--- src/rtl/pc_stack4.sv ---
// pc_stack4: 4-bit program-counter sequencer with a 4-entry return-address stack.
// Drives the a/b/s inputs of the downstream 2:1 next-address mux and tracks its choice in pc.
`default_nettype none

module pc_stack4 #(
  parameter int DEPTH = 4
) (
  input  logic       clk,
  input  logic       reset,
  input  logic [2:0] op,
  input  logic [3:0] addr,
  input  logic       z,
  output logic [3:0] pc,
  output logic [3:0] mux_a,
  output logic [3:0] mux_b,
  output logic       mux_s,
  output logic [2:0] depth,
  output logic       full,
  output logic       empty,
  output logic       err
);

  localparam logic [2:0] OP_HOLD = 3'b000;
  localparam logic [2:0] OP_INC  = 3'b001;
  localparam logic [2:0] OP_JMP  = 3'b010;
  localparam logic [2:0] OP_JZ   = 3'b011;
  localparam logic [2:0] OP_CALL = 3'b100;
  localparam logic [2:0] OP_RET  = 3'b101;

  logic [3:0] pc_q, pc_d;
  logic [2:0] depth_q;
  logic       err_q;
  logic [3:0] stack_q [DEPTH];

  logic [1:0] w_top_idx;
  logic [3:0] w_top;
  logic       w_push, w_pop, w_fault;

  assign full  = (depth_q == 3'(DEPTH));
  assign empty = (depth_q == 3'd0);
  assign mux_a = pc_q + 4'd1;

  // Two-bit index wraps depth 4 onto entry 3, so depth-1 is always a legal slot.
  assign w_top_idx = depth_q[1:0] - 2'd1;
  assign w_top     = empty ? 4'd0 : stack_q[w_top_idx];

  assign w_push  = (op == OP_CALL) && !full;
  assign w_pop   = (op == OP_RET)  && !empty;
  assign w_fault = ((op == OP_CALL) && full) || ((op == OP_RET) && empty);

  always_comb begin
    mux_b = addr;
    mux_s = 1'b0;
    case (op)
      OP_JMP:  mux_s = 1'b1;
      OP_JZ:   mux_s = z;
      OP_CALL: mux_s = !full;
      OP_RET:  begin
        mux_b = w_top;
        mux_s = !empty;
      end
      default: mux_s = 1'b0;
    endcase
  end

  always_comb begin
    pc_d = pc_q;
    if (mux_s) begin
      pc_d = mux_b;
    end else if ((op == OP_INC) || ((op == OP_JZ) && !z)) begin
      pc_d = mux_a;
    end
  end

  always_ff @(posedge clk) begin
    if (!reset) begin
      pc_q    <= 4'd0;
      depth_q <= 3'd0;
      err_q   <= 1'b0;
      for (int i = 0; i < DEPTH; i++) begin
        stack_q[i] <= 4'd0;
      end
    end else begin
      pc_q <= pc_d;
      if (w_push) begin
        stack_q[depth_q[1:0]] <= mux_a;
        depth_q               <= depth_q + 3'd1;
      end else if (w_pop) begin
        depth_q <= depth_q - 3'd1;
      end
      if (w_fault) begin
        err_q <= 1'b1;
      end
    end
  end

  assign pc    = pc_q;
  assign depth = depth_q;
  assign err   = err_q;

endmodule

`default_nettype wire

--- config.mk ---
export PLATFORM = sky130hd
export DESIGN_NAME = pc_stack4
export DESIGN_NICKNAME = d
export VERILOG_FILES = /design/src/rtl/pc_stack4.sv
export SDC_FILE = /design/constraint.sdc
export NUM_CORES = 1
export LEC_CHECK = 0
export CAP_MARGIN = 10
export CORE_MARGIN = 2
export CORE_UTILIZATION = 53
export DETAILED_ROUTE_END_ITERATION = 8
export PLACE_DENSITY = 0.94
export SYNTH_ARGS = -nofsm -noshare
export SYNTH_HDL_FRONTEND = slang
export SYNTH_SLANG_ARGS = --single-unit
--- constraint.sdc ---
create_clock -name clk -period 4.9 [get_ports clk]
set_input_delay 1.47 -clock clk [delete_from_list [all_inputs] [get_ports clk]]
set_output_delay 1.47 -clock clk [all_outputs]
set_load 0.05 [all_outputs]
==> results_dict.tcl, run 1 <==
set metrics [dict create \
    outcome "finished, final reports clean" \
    finalMaxSlewViolations 0 \
    drc 0 \
    antenna_found_initial 0 \
    fin_util_pct 71.4 \
    r2r_cells 9 \
    drive_gt1_share_pct 13.3 \
    postCtsHoldBufs 0 \
    instances_no_fill 188 \
    drt.antenna.violating_nets 0 \
    grt_util_all_layers_pct 24.2 \
    hpwl_mm 2.32 \
    r2r_slack_ps 2100 \
    worstPathRequired_ps 3430 \
    cts_resized 0 \
    root_buffer "clkbuf_4" \
    setup_ws_ps 319 \
    dieArea_um2 2930 \
    numPortBuffers 28 \
    dp_slack_ps 376 \
    setup_viol 0 \
    cap_violations 0 \
    cts_buffers 3 \
    drt-total-wl_mm 3.14 \
    fill_cells 175 \
    synth_top_flop_cell "edfxtp_1" \
    clk-insertion-delay-late_ps 340 \
    grt_pass1_vias 1090 \
    synth_edf_count 16 \
    yosys_register_bits 24 \
    path_class "input pin to primary output" \
    multi_input_area_um2 623 \
    cts_setup_buffers 0 \
    ir_drop_uv 208 \
    netlist_area_um2 1330 \
    syn_avg_cell_area_um2 10.4 \
    tns_ps 0 \
    dr.pass1.iters 4 \
    clock-sinks 24 \
    syn_inst 128 \
    grt_max_degree 15 \
    area_growth_pct 30.6 \
    synthArstFlopShare_pct 0 \
    tightest_slew_ps 584 \
    min_path_cells 2 \
    wl_per_cell_um 16.7 \
    grt_pass1_wl_mm 4.85 \
    grt_most_used_layer "met2" \
    min_period_over_period_pct 93.5 \
    synth_nets 141 \
    arrival_ps 3110 \
    place.gp.congestion 0.876 \
    hold_end "err" \
    place_inst 184 \
    p_total_mw 0.571 \
    p_leak_nw 0.684 \
    row_count 18 \
    antenna_cells 0 \
    start_util_pct 54.7 \
    ys_types 37 \
    end_kind "primary output" \
    timing.rr.start "depth[0]" \
    start_kind "input pin" \
    crit_fanout 11 \
    r2r_end "depth[2]" \
    die_height_um 54.1 \
    grt_overflow 0 \
    met2_usage_pct 41.5 \
    fin_crit_ps 4580 \
    die_w_um 54.1 \
    hp-start "err" \
    cts.clk_slew.worst_paths_ps 140 \
    cts_tree "built" \
    cts_max_path_buffers 2 \
    p_per_area_nw_per_um2 329 \
    rsz0062_at_grt "false" \
    hold_path.class "flip-flop to flip-flop" \
    ys_warn_count 0 \
    clock.fmax_ghz 0.218 \
    htree_levels 1 \
    finalNetCount 172 \
    via_count 1124 \
    seq_area_um2 641 \
    met3_usage_pct 4.17 \
    gr-usage-met1_pct 27.6 \
    relSlewSlack_pct 60.7 \
    core_area_um2 2430 \
    io_pins 29 \
    yosysSeqAreaShare_pct 48.2 \
    drt_iter0_drc 32 \
    via_per_inst 5.98 \
    finalHoldViolations 0 \
    clock_skew_ps 9.76 \
]
## layout make-up
type,count,area share [%]
clock buffer,3,1.30
clock inverter,1,1.73
multi-input combinational,89,35.9
tap,30,2.16
inverter,12,2.59
timing repair buffer,29,19.5
sequential,24,36.9
## synthesized netlist by cell type, drive strengths merged (3+ instances only)
cell     n  area [um2]
edfxtp  16         480
o211ai   3        22.5
mux4     4        90.1
nor2    19        71.3
and2     4        25.0
nand3    8        40.0
buf      3        21.3
xnor2    3        26.3
dfxtp    8         160
or3      4        40.0
nand2   12        45.0
inv     12        45.1
nand2b   3        18.8
a41oi    3        26.3
## worst max path at each step
stage,cells past startpoint,to,start,slack [ps]
floorplan,5,mux_s,op[0],860
global placement,6,mux_s,op[0],440
detailed placement,6,mux_s,op[0],380
CTS,6,mux_s,op[0],340
global route,6,mux_s,op[0],270
finish,6,mux_s,op[0],320
## worst max-delay path, cell delays in order
cell and delay, ps:
clkdlybuf4s50_1 680, inv_2 70, o211ai_1 340, and2_1 290, inv_1 100, buf_12 150
## per-layer routing
metal  vias to the layer above  wire length (um)
li1                        518                 -
met1                       534              1220
met2                        59              1610
met3                        13               211
met4                         0               101
met5                         -                 0
## stage by stage
stage,hold WS (ps),area [um2]
2_1_floorplan,775,1330
3_3_place_gp,469,1680
3_5_place_dp,479,1680
4_1_cts,514,1740
5_1_grt,542,1740
6_report,526,1740
## cells by family after synthesis
kind of cell | Yosys count | synth area share (%)
adders and majority gates | 3 | 3.39
buffers and inverters | 15 | 4.99
xor gates and xnor gates | 5 | 3.29
DFF | 24 | 48.2
AOI/OAI and AO/OA | 18 | 10.1
and+or+nand+nor | 58 | 22.6
muxes | 5 | 7.53
## layout by cell type, fill, tap and decap left out, drive strengths merged, types with 2 or more instances in the layout
cell type,n
o21a,2
o211ai,3
nand3,8
o21ai,2
xor2,2
a41oi,3
or3,4
dfxtp,8
nand2b,3
inv,12
xnor2,3
clkdlybuf4s50,23
ha,2
nand2,12
clkbuf,3
nor2b,2
nor2,19
buf,6
and2,4
edfxtp,16
mux4,4
a21oi,2
## power breakdown
group	leakage, nW	total, mW	internal, mW	switching, mW
clock network	0.0279	0.147	0.0829	0.0646
logic	0.424	0.183	0.0708	0.113
registers	0.231	0.241	0.228	0.0130
## flip-flops by register name, summed over array words and instances (netlist names)
name     cells
stack_q     16
pc           4
depth        3
err          1
Power figures use the tool's default switching activity.
==> run 2, diff against run 1 <==
CORE_MARGIN = 1   (was 2)
CORE_UTILIZATION = 56   (was 53)
CTS_BUF_LIST = sky130_fd_sc_hd__clkbuf_2   (was not set)
PLACE_DENSITY = 0.95   (was 0.94)
==> run 2 against run 1 <==
Against the previous run: hold slack worse by 17 ps; critical endpoint unchanged; clock power shrank 12%; sequential cell count stayed put; register-to-register slack improved by 30 ps; combinational power hardly changed; worst setup slack better by 23 ps; fmax increased by 0.51%; sequential power barely moved.
==> results_dict.tcl, run 2 (synthesis gave the netlist of run 1 again) <==
set metrics [dict create \
    place_area_um2 1680 \
    antenna_found_initial 0 \
    grt_pass1_wl_mm 5.18 \
    grt_pass1_vias 1030 \
    arrival_ps 3090 \
    via_per_inst 6.01 \
    via_count 1118 \
    clk-insertion-delay-late_ps 340 \
    top_register "stack_q" \
    drive_gt1_share_pct 13.3 \
    grt_max_degree 15 \
    grt_overflow 0 \
    cts_tree "built" \
    instances_no_fill 186 \
    clock_skew_ps 1.84 \
    wl_per_cell_um 17.8 \
    p_per_area_nw_per_um2 323 \
    hpwl_mm 2.41 \
    worstPathRequired_ps 3430 \
    layout.cells.most_common "clkdlybuf4s50_1" \
    cts_max_path_buffers 2 \
    io_pins 29 \
    finalMaxSlewViolations 0 \
    core_area_um2 2230 \
    end_kind "primary output" \
    place_inst 182 \
    start_util_pct 59.6 \
    die_w_um 50.7 \
    numPortBuffers 28 \
    path_class "input pin to primary output" \
    drc 0 \
    min_period_over_period_pct 93.0 \
    cts.clk_slew.worst_paths_ps 220 \
    die_height_um 50.7 \
    cap_violations 0 \
    place.gp.congestion 0.865 \
    ir_drop_uv 261 \
    grt_util_all_layers_pct 29.5 \
    setup_viol 0 \
    htree_levels 1 \
    p_total_mw 0.557 \
    hold_path.class "flip-flop to flip-flop" \
    tns_ps 0 \
    rsz0062_at_grt "false" \
    dieArea_um2 2570 \
    clock-sinks 24 \
    start_kind "input pin" \
    largest_register_ffs 16 \
    root_buffer "clkbuf_2" \
    hold_ws_ps 509 \
    drt_iter0_drc 82 \
    area_growth_pct 29.8 \
    antenna_cells 0 \
    drt-total-wl_mm 3.30 \
    relSlewSlack_pct 51.3 \
    drt.antenna.violating_nets 0 \
    cts_buffers 3 \
    design_area_um2 1730 \
    outcome "finished, final reports clean" \
    row_count 17 \
    clock.fmax_ghz 0.219 \
    finalNetCount 172 \
    crit_fanout 11 \
    dr.pass1.iters 4 \
    cts_resized 0 \
    postCtsHoldBufs 0 \
    tightest_slew_ps 724 \
    finalHoldViolations 0 \
    p_leak_nw 0.682 \
    layout_common_cells "clkdlybuf4s50_1, nor2_1, edfxtp_1" \
    cts_setup_buffers 0 \
    fin_crit_ps 4560 \
]
-- run 2: report_power, final --
| group | internal [mW] | switching (mW) | leakage, nW |
|---|---|---|---|
| Clock | 0.0703 | 0.0600 | 0.0266 |
| Combinational | 0.0710 | 0.114 | 0.424 |
| Sequential | 0.228 | 0.0144 | 0.231 |
-- run 2: per-layer routing --
layer	track usage (%)	part of all wire, %	vias up
li1	-	-	517
met1	36.0	37	533
met2	49.8	53	62
met3	2.73	7.6	6
met4	18.5	2.5	0
met5	0	0	-
-- run 2: area by class of cell --
| type | instances | area [um2] |
|---|---|---|
| sequential | 24 | 641 |
| clock buffer | 3 | 15.0 |
| inverter | 12 | 45.0 |
| fill | 135 | 507 |
| clock inverter | 1 | 30.0 |
| timing repair buffer | 29 | 338 |
| multi-input combinational | 89 | 623 |
| tap | 28 | 35.0 |
-- run 2: worst paths after layout --
path | slack [ps] | startpoint | endpoint | depth (start not counted)
setup reg to reg | 2130 | depth[0] | depth[2] | 9
hold / removal | 510 | err | err | 2
setup / recovery | 340 | op[0] | mux_s | 6
hold reg to reg | 510 | err | err | 2
-- run 2: worst max-delay path: stages --
cell	delay, ps
clkdlybuf4s50_1	670
inv_2	70
o211ai_1	310
and2_1	300
inv_1	110
buf_12	160
-- run 2: per-stage QoR --
stage               worst slack [ps]  util (%)
floorplan                        863         -
detailed placement               381      75.3
finish                           342      77.3
global placement                 441      75.3
global route                     203      77.3
CTS                              346      77.3
==> run 3, diff against run 2 <==
SKIP_CTS_REPAIR_TIMING = 1   (was not set)
==> results of run 3 <==
Same layout as run 2: the final DEF is identical, and so are final timing and power.
